File: config.mk
export PLATFORM = sky130hd
export DESIGN_NAME = traffic_ctrl_timed
export DESIGN_NICKNAME = d
export VERILOG_FILES = /design/src/rtl/traffic_pkg.sv /design/src/rtl/traffic_phase_timer.sv /design/src/rtl/traffic_ctrl_timed.sv
export SDC_FILE = /design/constraint.sdc
export NUM_CORES = 1
export LEC_CHECK = 0
export CAP_MARGIN = 5
export CORE_ASPECT_RATIO = 1.4
export CORE_MARGIN = 2
export CORE_UTILIZATION = 31
export CTS_CLUSTER_DIAMETER = 150
export CTS_CLUSTER_SIZE = 25
export DETAILED_ROUTE_END_ITERATION = 12
export SLEW_MARGIN = 10
export SYNTH_ARGS = -nofsm -noshare
export SYNTH_HDL_FRONTEND = slang
export SYNTH_SLANG_ARGS = --single-unit
File: constraint.sdc
create_clock -name clk -period 2.09 [get_ports clk]
set_input_delay 0.418 -clock clk [delete_from_list [all_inputs] [get_ports clk]]
set_output_delay 0.418 -clock clk [all_outputs]
set_load 0.02 [all_outputs]
File: src/rtl/traffic_pkg.sv
// -----------------------------------------------------------------------------
// traffic_pkg
// Shared definitions for the timed intersection controller:
//   - lamp codes driven on the 2-bit lamp outputs
//   - state encodings; the numeric values are visible on the debug state port
//   - widths of the lamp and state buses
// -----------------------------------------------------------------------------
package traffic_pkg;

  localparam int LIGHT_W = 2;
  localparam int STATE_W = 3;

  typedef enum logic [LIGHT_W-1:0] {
    L_RED    = 2'd0,
    L_GREEN  = 2'd1,
    L_YELLOW = 2'd2,
    L_OFF    = 2'd3
  } light_t;

  // S_ILLEGAL is listed so that every 3-bit code has a name; the FSM never
  // enters it on purpose and leaves it for S_HG on the next edge.
  typedef enum logic [STATE_W-1:0] {
    S_HG      = 3'd0,  // highway green
    S_HY      = 3'd1,  // highway yellow
    S_AR1     = 3'd2,  // all red, highway -> country
    S_CG      = 3'd3,  // country green (pedestrians walk)
    S_CY      = 3'd4,  // country yellow
    S_AR2     = 3'd5,  // all red, country -> highway
    S_FLASH   = 3'd6,  // night flashing
    S_ILLEGAL = 3'd7
  } state_t;

endpackage

File: src/rtl/traffic_phase_timer.sv
// -----------------------------------------------------------------------------
// traffic_phase_timer
// Counts cycles spent in the current controller state. The count restarts at
// zero on the cycle the controller changes state and otherwise increments,
// holding at the all-ones value instead of wrapping so that long residencies
// (e.g. an idle highway green) never look like a fresh phase.
//
// Ports:
//   clk    in   clock
//   reset  in   synchronous active-high reset, forces cnt to 0
//   clear  in   state is changing on this edge, so cnt restarts at 0
//   cnt    out  CNT_W-bit saturating phase count
// -----------------------------------------------------------------------------
module traffic_phase_timer #(
  parameter int CNT_W = 5
) (
  input  logic             clk,
  input  logic             reset,
  input  logic             clear,
  output logic [CNT_W-1:0] cnt
);

  localparam logic [CNT_W-1:0] CNT_MAX = '1;

  always_ff @(posedge clk) begin
    if (reset || clear) begin
      cnt <= '0;
    end else if (cnt != CNT_MAX) begin
      cnt <= cnt + CNT_W'(1);
    end
  end

endmodule

File: src/rtl/traffic_ctrl_timed.sv
// -----------------------------------------------------------------------------
// traffic_ctrl_timed
// Highway / country-road intersection controller. The highway rests on green;
// a waiting country vehicle or pedestrian is latched and served after the
// highway minimum green, through yellow and an all-red clearance. Country
// green ends once its minimum has elapsed and no vehicle is present, or at a
// hard maximum so the highway cannot be starved. Night mode is only entered
// from highway green and flashes the lamps until released, leaving through
// the highway-bound all-red clearance.
//
// Ports:
//   clk         in   clock
//   reset       in   synchronous active-high reset
//   ct_sensor   in   country-road vehicle present
//   ped_req     in   pedestrian request (pulse or level)
//   night_mode  in   night flashing request
//   hwy_light   out  highway lamp (RED/GREEN/YELLOW/OFF)
//   ct_light    out  country lamp (same encoding)
//   ped_walk    out  walk lamp, lit only during country green
//   state_o     out  current FSM state, debug
//
// All outputs are decoded from registers only; inputs reach them solely
// through the next-state logic.
// -----------------------------------------------------------------------------
module traffic_ctrl_timed
  import traffic_pkg::*;
#(
  parameter int CNT_W         = 5,
  parameter int HWY_MIN_GREEN = 8,
  parameter int YELLOW_CYC    = 3,
  parameter int ALLRED_CYC    = 2,
  parameter int CT_MIN_GREEN  = 4,
  parameter int CT_MAX_GREEN  = 12,
  parameter int FLASH_HALF    = 4
) (
  input  logic               clk,
  input  logic               reset,
  input  logic               ct_sensor,
  input  logic               ped_req,
  input  logic               night_mode,
  output logic [LIGHT_W-1:0] hwy_light,
  output logic [LIGHT_W-1:0] ct_light,
  output logic               ped_walk,
  output logic [STATE_W-1:0] state_o
);

  // Last cycle index of each timed phase. A phase of N cycles occupies
  // cnt = 0 .. N-1, so the exit decision is taken when cnt reaches N-1.
  localparam logic [CNT_W-1:0] HWY_LAST    = CNT_W'(HWY_MIN_GREEN - 1);
  localparam logic [CNT_W-1:0] YELLOW_LAST = CNT_W'(YELLOW_CYC - 1);
  localparam logic [CNT_W-1:0] ALLRED_LAST = CNT_W'(ALLRED_CYC - 1);
  localparam logic [CNT_W-1:0] CT_MIN_LAST = CNT_W'(CT_MIN_GREEN - 1);
  localparam logic [CNT_W-1:0] CT_MAX_LAST = CNT_W'(CT_MAX_GREEN - 1);
  localparam logic [CNT_W-1:0] FLASH_LAST  = CNT_W'(FLASH_HALF - 1);

  state_t           state_q;
  state_t           state_d;
  logic [CNT_W-1:0] cnt;
  logic             state_change;

  logic             ct_req;     // latched country vehicle request
  logic             ped_pend;   // latched pedestrian request
  logic             serve_edge; // AR1 -> CG: pending requests are being served

  logic             flash_on;   // 1: YELLOW/RED half, 0: OFF/OFF half
  logic [CNT_W-1:0] flash_cnt;

  // ---------------------------------------------------------------------------
  // Phase timer
  // ---------------------------------------------------------------------------
  assign state_change = (state_d != state_q);

  traffic_phase_timer #(
    .CNT_W (CNT_W)
  ) u_timer (
    .clk   (clk),
    .reset (reset),
    .clear (state_change),
    .cnt   (cnt)
  );

  // ---------------------------------------------------------------------------
  // FSM: state register
  // ---------------------------------------------------------------------------
  always_ff @(posedge clk) begin
    if (reset) begin
      state_q <= S_HG;
    end else begin
      state_q <= state_d;
    end
  end

  // ---------------------------------------------------------------------------
  // FSM: next-state logic
  // Requests are looked at only in highway green; the raw inputs are ORed in
  // so a request arriving on the very cycle the minimum green expires is not
  // delayed by the latch.
  // ---------------------------------------------------------------------------
  always_comb begin
    state_d = state_q;
    case (state_q)
      S_HG: begin
        if (night_mode) begin
          state_d = S_FLASH;
        end else if ((cnt >= HWY_LAST) &&
                     (ct_req || ct_sensor || ped_pend || ped_req)) begin
          state_d = S_HY;
        end
      end
      S_HY: begin
        if (cnt == YELLOW_LAST) state_d = S_AR1;
      end
      S_AR1: begin
        if (cnt == ALLRED_LAST) state_d = S_CG;
      end
      S_CG: begin
        if (((cnt >= CT_MIN_LAST) && !ct_sensor) || (cnt == CT_MAX_LAST)) begin
          state_d = S_CY;
        end
      end
      S_CY: begin
        if (cnt == YELLOW_LAST) state_d = S_AR2;
      end
      S_AR2: begin
        if (cnt == ALLRED_LAST) state_d = S_HG;
      end
      S_FLASH: begin
        if (!night_mode) state_d = S_AR2;
      end
      default: begin
        state_d = S_HG;
      end
    endcase
  end

  // ---------------------------------------------------------------------------
  // Request latches
  // Cleared on the edge that starts country green; a request seen on that same
  // edge is dropped because the green being started serves it.
  // ---------------------------------------------------------------------------
  assign serve_edge = (state_q == S_AR1) && (state_d == S_CG);

  always_ff @(posedge clk) begin
    if (reset) begin
      ct_req   <= 1'b0;
      ped_pend <= 1'b0;
    end else if (serve_edge) begin
      ct_req   <= 1'b0;
      ped_pend <= 1'b0;
    end else begin
      ct_req   <= ct_req   | ct_sensor;
      ped_pend <= ped_pend | ped_req;
    end
  end

  // ---------------------------------------------------------------------------
  // Flash phase generator
  // Held at the "on" phase outside FLASH so that every FLASH entry starts with
  // the lamps lit; inside FLASH it toggles every FLASH_HALF cycles. A separate
  // counter is used because the phase timer saturates.
  // ---------------------------------------------------------------------------
  always_ff @(posedge clk) begin
    if (reset) begin
      flash_on  <= 1'b1;
      flash_cnt <= '0;
    end else if (state_q != S_FLASH) begin
      flash_on  <= 1'b1;
      flash_cnt <= '0;
    end else if (flash_cnt == FLASH_LAST) begin
      flash_on  <= ~flash_on;
      flash_cnt <= '0;
    end else begin
      flash_cnt <= flash_cnt + CNT_W'(1);
    end
  end

  // ---------------------------------------------------------------------------
  // FSM: output decode (Moore)
  // ---------------------------------------------------------------------------
  light_t hwy_l;
  light_t ct_l;

  always_comb begin
    hwy_l    = L_RED;
    ct_l     = L_RED;
    ped_walk = 1'b0;
    case (state_q)
      S_HG: begin
        hwy_l = L_GREEN;
        ct_l  = L_RED;
      end
      S_HY: begin
        hwy_l = L_YELLOW;
        ct_l  = L_RED;
      end
      S_CG: begin
        hwy_l    = L_RED;
        ct_l     = L_GREEN;
        ped_walk = 1'b1;
      end
      S_CY: begin
        hwy_l = L_RED;
        ct_l  = L_YELLOW;
      end
      S_FLASH: begin
        hwy_l = flash_on ? L_YELLOW : L_OFF;
        ct_l  = flash_on ? L_RED    : L_OFF;
      end
      default: begin
        // AR1, AR2 and the illegal code show all red.
        hwy_l = L_RED;
        ct_l  = L_RED;
      end
    endcase
  end

  assign hwy_light = hwy_l;
  assign ct_light  = ct_l;
  assign state_o   = state_q;

endmodule
==> impl_metrics.tcl <==
set metrics [dict create \
    core_um2 3093 \
    tns_ns 0 \
    grt_max_degree 12 \
    die_h_um 71.24 \
    fin_nets 145 \
    synth_seq_area_share 0.3200 \
    synth.distinct_cells 39 \
    synth_area_um2 1001 \
    clock-skew-final_ns 0.0009421 \
    fp.dieArea_um2 3706 \
    synth_cells 116 \
    synth_area_leader_cell "dfxtp_1" \
    maxCapViolations 0 \
    async_reset_ff_frac 0 \
    syn_avg_cell_area_um2 8.629 \
    grt-ovfl-total 0 \
    clock_tree.buffer_depth 2 \
    leakagePower_nw 0.5219 \
    area_growth_pct 24.88 \
    cts_sinks 16 \
    worstSetupStartpointType "flip-flop" \
    slew_headroom 0.7088 \
    cts.clk_slew.worst_paths_ns 0.06 \
    rsz0062_at_grt "false" \
    cts_buffers 3 \
    cts_setup_buffers 0 \
    synth_edf_count 0 \
    layout_commonest_cell "dfxtp_1" \
    arrival_ns 2.18 \
    htreeDepth 1 \
    layout_common_cells "dfxtp_1 (16), nor2_1 (14), nand2_1 (8), clkdlybuf4s50_1 (8)" \
    cts_root_buffer "clkbuf_8" \
    yosys_most_used_dff "dfxtp_1" \
    fp-row-count 24 \
    power_density_nw_per_um2 1190 \
    yosysWarnings 0 \
    outcome "completed" \
    crit_type "reg2reg" \
    setup-violations-final 0 \
    vias_per_cell 5.145 \
    insertion_delay_ns 0.25 \
    fin_crit_ns 1.997 \
    n_antenna_cell 0 \
    cp_max_fo 5 \
    stdcell_area_um2 1250 \
    routed_wl_mm 2.403 \
    dr_total_vias 885 \
    slew_viol_final 0 \
    numPortBuffers 12 \
    postRouteAntennaNets 0 \
    fmax_mhz 500.9 \
    yosysTopAreaCellShare 0.3200 \
    cp.required_ns 2.27 \
    io_pins 13 \
    seq_area_um2 320.3 \
    period_share 0.9553 \
    ys_ff_latch 16 \
    hpwl_mm 1.863 \
    multi_input_comb_area_um2 653.1 \
    wl_per_cell_um 13.97 \
    cp-end-kind "flip-flop" \
    fill_cells 311 \
    die_w_um 52.03 \
    synthTopCellsByArea "dfxtp_1 (32%), ha_1 (6.3%), nor2_1 (5.3%)" \
    peakVddDrop_uv 398.0 \
    antenna_found_initial 0 \
    start_util 0.3236 \
    track_usage 0.1441 \
    synth_nets 126 \
    place_area_um2 1199 \
    fin_hold_ws_ns 0.4490 \
    hold_path.class "reg2reg" \
    tightest_slew_ns 0.4321 \
    hold_viol_final 0 \
    grt_pass1_wl_mm 3.967 \
    globalplace.congestion 0.8268 \
    cts_tree "yes" \
    drc 0 \
    drtPass1Iterations 4 \
    drtIter0Drc 32 \
    drive_gt1_frac 0.1579 \
    grt_pass1_vias 909 \
]
==> synthesized netlist by cell type, drive strengths merged, types with 2 or more instances <==
| library cell | instances |
|---|---|
| and3 | 4 |
| ha | 5 |
| or4b | 2 |
| xor2 | 4 |
| nor2b | 3 |
| mux2i | 4 |
| nand3 | 6 |
| or2 | 2 |
| dfxtp | 16 |
| a31oi | 3 |
| o21ai | 4 |
| nor3 | 5 |
| nand2 | 8 |
| nor3b | 3 |
| xnor2 | 2 |
| inv | 5 |
| nor2 | 14 |
| a21oi | 6 |
| a22oi | 2 |
| clkbuf | 3 |
==> cells by family after synthesis <==
family | Yosys count | synth area share
XOR/XNOR | 6 | 0.05250
multiplexers | 5 | 0.05125
flip-flops | 16 | 0.3200
adder cells (fa/ha/maj) | 6 | 0.07250
AND/OR/NAND/NOR | 52 | 0.2950
buffers and inverters | 9 | 0.03500
AO/OA/AOI/OAI | 22 | 0.1738
==> routing by layer <==
layer  track usage  part of all wire
met1        0.1553              0.40
met2        0.2532              0.54
met3       0.02500             0.030
met4       0.08772             0.029
met5             0                 0
==> through the flow <==
stage | instances | power (W) | util | worst slack, ns
5_1_grt | 172 | 0.001604 | 0.4041 | 0.006668
2_1_floorplan | 116 | 0.0009969 | - | 0.2216
6_report | 172 | 0.001488 | 0.4041 | 0.09342
4_1_cts | 172 | 0.001499 | 0.4001 | 0.003212
3_5_place_dp | 169 | 0.001276 | 0.3875 | 0.1045
3_3_place_gp | 169 | 0.001262 | 0.3875 | 0.1526
==> flip-flops by register name (all words and copies together), names as in the netlist <==
signal and count:
ped_pend 1, flash_cnt 5, ct_req 1, u_timer.cnt 5, state_o 3, flash_on 1
==> timing repair <==
item / CTS / global route
setup endpoints to repair: 2 / 3
pin swaps: 0 / 0
gates cloned: 0 / 0
resized for setup: 2 / 3
hold buffers: 0 / 0
==> critical path: stages (launching register included) <==
cell and delay (ns):
dfxtp_1 0.36, ha_1 0.25, and3_1 0.19, ha_1 0.19, or4_1 0.56, xnor2_2 0.16, nand3_1 0.09, nor2_1 0.12
==> worst paths after layout <==
| check | startpoint | cells after the start | slack (ns) | endpoint |
|---|---|---|---|---|
| worst max-delay path | u_timer.cnt[0] | 7 | 0.09 | u_timer.cnt[3] |
| worst min-delay path | flash_cnt[0] | 1 | 0.45 | flash_cnt[0] |
| worst max register to register | u_timer.cnt[0] | 7 | 0.09 | u_timer.cnt[3] |
| worst min register to register | flash_cnt[0] | 1 | 0.45 | flash_cnt[0] |
==> final cells by class <==
cell class	instances	area share
clock buffer	3	0.03303
inverter	5	0.01502
multi-input combinational	91	0.5225
sequential	16	0.2563
tap	39	0.03904
timing repair buffer	18	0.1341
==> report_power, final <==
group          internal (W)  leakage, nW  total [W]  switching [W]
Clock              0.000128       0.0216   0.000230       0.000103
Combinational      0.000368        0.370   0.000828       0.000460
Sequential         0.000362        0.131   0.000429      0.0000668
No activity file was read; power rests on OpenSTA's default activity.
